**config.mk**
```make
export PLATFORM = sky130hd
export DESIGN_NAME = instr_encoder_loader
export DESIGN_NICKNAME = d
export VERILOG_FILES = /design/src/rtl/instr_encoder_loader.sv
export SDC_FILE = /design/constraint.sdc
export NUM_CORES = 1
export LEC_CHECK = 0
export BUFFER_PORTS_ARGS = -buffer_cell sky130_fd_sc_hd__clkbuf_2
export CAP_MARGIN = 20
export CORE_AREA = 2 2 80 82
export CTS_BUF_LIST = sky130_fd_sc_hd__clkbuf_8
export DETAILED_ROUTE_END_ITERATION = 7
export DIE_AREA = 0 0 82 84
export GPL_TIMING_DRIVEN = 0
export PLACE_DENSITY = 0.67
export SLEW_MARGIN = 20
export SYNTH_ARGS = -nofsm -noshare
export SYNTH_HDL_FRONTEND = slang
export SYNTH_SLANG_ARGS = --single-unit
```
**constraint.sdc**
```tcl
create_clock -name clk -period 2.1 [get_ports clk]
set_input_delay 0.105 -clock clk [delete_from_list [all_inputs] [get_ports clk]]
set_output_delay 0.105 -clock clk [all_outputs]
set_load 0.02 [all_outputs]
```
**src/rtl/instr_encoder_loader.sv**
```systemverilog
// Encodes control tuples into 32-bit instruction words and writes them sequentially to instruction memory.
// Latency 1 cycle accept->mem_we; backpressure: in_ready high only while loading, no internal buffering.
module instr_encoder_loader #(
  parameter int ADDR_W = 6,
  parameter int DEPTH  = 64,
  parameter int BASE   = 0
) (
  input  logic              clk,
  input  logic              rst,
  input  logic              start,
  input  logic              in_valid,
  output logic              in_ready,
  input  logic              in_wrtsrc,
  input  logic              in_alusrc,
  input  logic [2:0]        in_aluop,
  input  logic [24:0]       in_field,
  input  logic              in_last,
  output logic              mem_we,
  output logic [ADDR_W-1:0] mem_addr,
  output logic [31:0]       mem_wdata,
  output logic [ADDR_W:0]   count,
  output logic              done,
  output logic              err
);

  typedef enum logic [1:0] {IDLE, LOAD, DONE} state_t;

  localparam logic [ADDR_W-1:0] BASE_ADDR = ADDR_W'(BASE);
  localparam logic [ADDR_W:0]   LAST_IDX  = (ADDR_W+1)'(DEPTH - 1);

  state_t              state_q;
  logic                mem_we_q;
  logic [ADDR_W-1:0]   mem_addr_q;
  logic [ADDR_W-1:0]   wr_ptr_q;
  logic [31:0]         mem_wdata_q;
  logic [ADDR_W:0]     count_q;
  logic [ADDR_W:0]     acc_q;
  logic                done_q;
  logic                err_q;

  logic                accept;
  logic                consistent;
  logic                last_word;
  logic [31:0]         enc_d;

  assign in_ready   = (state_q == LOAD);
  assign accept     = in_valid & in_ready;
  // The decoder derives alusrc from ~instr[5]; a tuple asking otherwise cannot be represented.
  assign consistent = (in_alusrc != in_aluop[2]);
  assign last_word  = (acc_q == LAST_IDX);
  assign enc_d      = {~in_wrtsrc, in_field, in_aluop[2], 2'b00, in_aluop[1], 1'b0, in_aluop[0]};

  always_ff @(posedge clk or posedge rst) begin
    if (rst) begin
      state_q     <= IDLE;
      mem_we_q    <= 1'b0;
      mem_addr_q  <= BASE_ADDR;
      wr_ptr_q    <= BASE_ADDR;
      mem_wdata_q <= 32'h0;
      count_q     <= '0;
      acc_q       <= '0;
      done_q      <= 1'b0;
      err_q       <= 1'b0;
    end else begin
      mem_we_q <= 1'b0;
      if (mem_we_q) count_q <= count_q + 1'b1;
      case (state_q)
        LOAD: begin
          if (accept) begin
            if (consistent) begin
              mem_we_q    <= 1'b1;
              mem_addr_q  <= wr_ptr_q;
              mem_wdata_q <= enc_d;
              wr_ptr_q    <= wr_ptr_q + 1'b1;
              acc_q       <= acc_q + 1'b1;
            end else begin
              err_q <= 1'b1;
            end
            if (in_last || (consistent && last_word)) state_q <= DONE;
          end
        end
        DONE: done_q <= 1'b1;
        default: ;
      endcase
      // Session restart clears override the pending count increment above.
      if (start && state_q != LOAD) begin
        state_q    <= LOAD;
        mem_addr_q <= BASE_ADDR;
        wr_ptr_q   <= BASE_ADDR;
        count_q    <= '0;
        acc_q      <= '0;
        done_q     <= 1'b0;
        err_q      <= 1'b0;
      end
    end
  end

  assign mem_we    = mem_we_q;
  assign mem_addr  = mem_addr_q;
  assign mem_wdata = mem_wdata_q;
  assign count     = count_q;
  assign done      = done_q;
  assign err       = err_q;

endmodule

```
==> summary.md <==
| Metric | Value |
|---|---|
| Run status | finished, final reports clean |
| Pwr per Cell Area | 1103 mW/mm2 |
| Max Clock Freq | 598.3 MHz |
| RSZ-0062 raised after global routing | false |
| Initial Utilization | 43.25% |
| Pint | 2752 uW |
| Final Net Count | 377 |
| Kind of critical path | flop to flop |
| Core Region | 0.006096 mm2 |
| Main area contributors after synthesis | dfrtp_1 57%, mux2_1 12%, mux2i_1 3.8% |
| MaxCap Viol Count | 0 |
| Dpl cell area | 0.003171 mm2 |
| Reg2reg path depth | 4 |
| Post-CTS setup repair buffer count | 0 |
| Post-route cell area | 0.003711 mm2 |
| Number of synthesized flops with an enable pin | 0 |
| Largest net degree at the start of global routing | 48 |
| Crit path arrival time | 1.87 ns |
| Combinational cell fraction of total power | 28.7% |
| Max-slew violation total from the final report | 0 |
| Critical Path End Type | flop |
| CTS tree | built |
| Hold crit path type | primary input to flop |
| Wirelength, routed | 5872 um |
| Initial DRC Count | 85 |
| Synth area leader | dfrtp_1 |
| Rel. slew slack | 55.61% |
| Worst vdd ir | 0.6092 mV |
| Final period util | 79.59% |
| Layout area overhead | 40.77% |
| Hold Path Depth | 2 |
| R2R Path Start | state_q[0] |
| DR top layer | met4 |
| Clk sink count | 60 |
| Via count | 2057 |
| GRT overflow | 0 |
| DR WL met3 | 166 um |
| GP Congestion | 0.7557 |
| H-tree depth | 3 |
| Hold_sp | in_field[23] |
| Die height | 84 um |
| Die X | 82 um |
| Sequential-to-total area share from yosys stat | 56.95% |
| Tightest Pin Transition | 0.6634 ns |
| HPWL after DPL | 3785 um |
| Initial antenna violation count | 0 |
| Final ANT Viol Nets | 0 |
| Via/cell ratio | 4.886 |
| Critical Path RT | 2.29 ns |
| Vias in the first global route | 1970 |
| Switching portion of total power | 32.76% |
| Final hold vios | 0 |
| First-pass GRT wire length | 9287 um |
| Crit Reg-Reg Endpoint | mem_addr[2] |
| Asr flop ratio synth | 100.0% |
| Clock Latency Late Sink | 0.33 ns |
| Synth Register Bits | 60 |
| Synthesized area | 0.002636 mm2 |
| Leak | 0.001751 uW |
| Post-synth top cells | 60 x dfrtp_1, 27 x mux2_1, 20 x o21ai_0 |
| Worst hold endpoint | mem_wdata[29] |
| IO Count | 84 |
| Share of post-route cells with drive strength above 1 | 31.98% |
| Port Buf Inserts | 80 |
| Min cycle time layout | 1.671 ns |
| Root buf cell | clkbuf_8 |
| DR pass1 iterations | 5 |
| Top FF cell, synth | dfrtp_1 |
| Rows | 29 |
| Fin Clk Skew | 0.005795 ns |
| Yosys warns | 0 |
| Syn Inst Count | 216 |
| Worst-path maximum fanout | 10 |
| Setup violators final | 0 |
| Crit start category | flop |
| Most frequent cell after synthesis | dfrtp_1 |
| Met2 Routed Length | 3026 um |
| Max clock buf depth | 2 |
| Wire length per cell | 13.95 um |
| Worst reg-to-reg setup slack | 0.43 ns |
| DR DRC count | 0 |
| Cell variety after synth | 40 |
| Flop pwr share | 39.9% |
| # diodes | 0 |
| Fillers | 504 |
| Top cell type's share of synthesized area | 56.95% |
| Hold Slack | 0.02230 ns |
| M1 WL | 2511 um |
| Worst-path clk slew | 0.07 ns |
| Synth Area per Inst | 12.20 um2 |
| Inserted Clock Buffers | 9 |
| Clock Power Share | 31.4% |
| Psw | 1341 uW |
| All-Layer GR Usage | 18.00% |
| Utilization after layout | 60.88% |
| Die Area | 0.006888 mm2 |
==> critical path, cell delays in order (launching register included) <==
cell,delay [ns]
dfrtp_1,0.41
nor2b_1,0.16
clkbuf_1,0.24
nor2_1,0.58
o32ai_1,0.14
==> kinds of logic (layout without fill, tap and decap cells) <==
logic type      count (synthesis)  after routing  synth area share (%)
fa+ha+maj                       3              3                 1.424
simple gates                   46             46                 9.872
mux                            37             37                 15.33
flops                          60             60                 56.95
other cells                     1              3                0.1422
buf+inv                        20            146                 4.366
xor+xnor                        6              6                 2.279
compound gates                 43             43                 9.635
==> metal layers <==
metal / global-route usage (%) / vias up
li1: - / 1015
met1: 20.85 / 982
met2: 30.23 / 43
met3: 3.896 / 17
met4: 9.848 / 0
met5: 0 / -
==> per-stage QoR <==
stage               TNS, ns  power, uW  setup WS [ns]  std cells
floorplan                 0       2356         0.5103        218
global placement     -15.76       2741        -0.2651        375
detailed placement        0       2782         0.3895        376
CTS                       0       4121         0.4262        420
global route              0       4307         0.2866        421
finish                    0       4093         0.4286        421
==> cell usage in the layout, fill, tap and decap left out, types with 7 or more instances in the layout <==
master         count
nor2_1             7
dlygate4sd3_1     29
nand2_1           10
dfrtp_1           60
nand3_1            8
inv_1              7
mux2i_1           10
mux2_1            27
o21ai_0           20
clkbuf_2          80
clkbuf_8          11
==> cell type report <==
cell class | count | area (um2) | area share [%]
multi-input combinational | 138 | 1027 | 27.68
clock buffer | 11 | 151.4 | 4.080
tap | 77 | 96.34 | 2.596
sequential | 60 | 1501 | 40.46
inverter | 8 | 37.54 | 1.011
clock inverter | 5 | 98.84 | 2.664
buffer | 12 | 80.08 | 2.158
timing repair buffer | 110 | 718.2 | 19.35
==> worst max-delay path by stage <==
stage / start / end / slack [ns] / cells after the start
after global placement: rst / mem_wdata[14] / -0.27 / 2
final: state_q[0] / mem_addr[2] / 0.43 / 4
after CTS: state_q[1] / in_ready / 0.43 / 3
after floorplan: rst / acc_q[0] / 0.51 / 1
after detailed placement: in_alusrc / mem_wdata[15] / 0.39 / 6
after global routing: state_q[0] / mem_addr[2] / 0.29 / 4
==> state kept, by name, indices dropped and copies added, names as in the netlist <==
register   flops
mem_wdata     29
acc_q          7
count          7
mem_addr       6
wr_ptr_q       6
state_q        2
done           1
err            1
mem_we         1
==> what timing repair did <==
action	4_1_cts	5_1_grt
setup endpoints to repair	0	0
hold buffers	28	1
resized for setup	0	0
hold endpoints to repair	87	1
==> power groups by stage <==
stage	logic [uW]	clock network, uW	registers [uW]
6_report	1170	1290	1630
5_1_grt	1280	1360	1670
4_1_cts	1180	1310	1630
3_5_place_dp	1130	0	1650
3_3_place_gp	1110	0	1630
2_1_floorplan	410	0	1950
No activity file was read; power rests on OpenSTA's default activity.
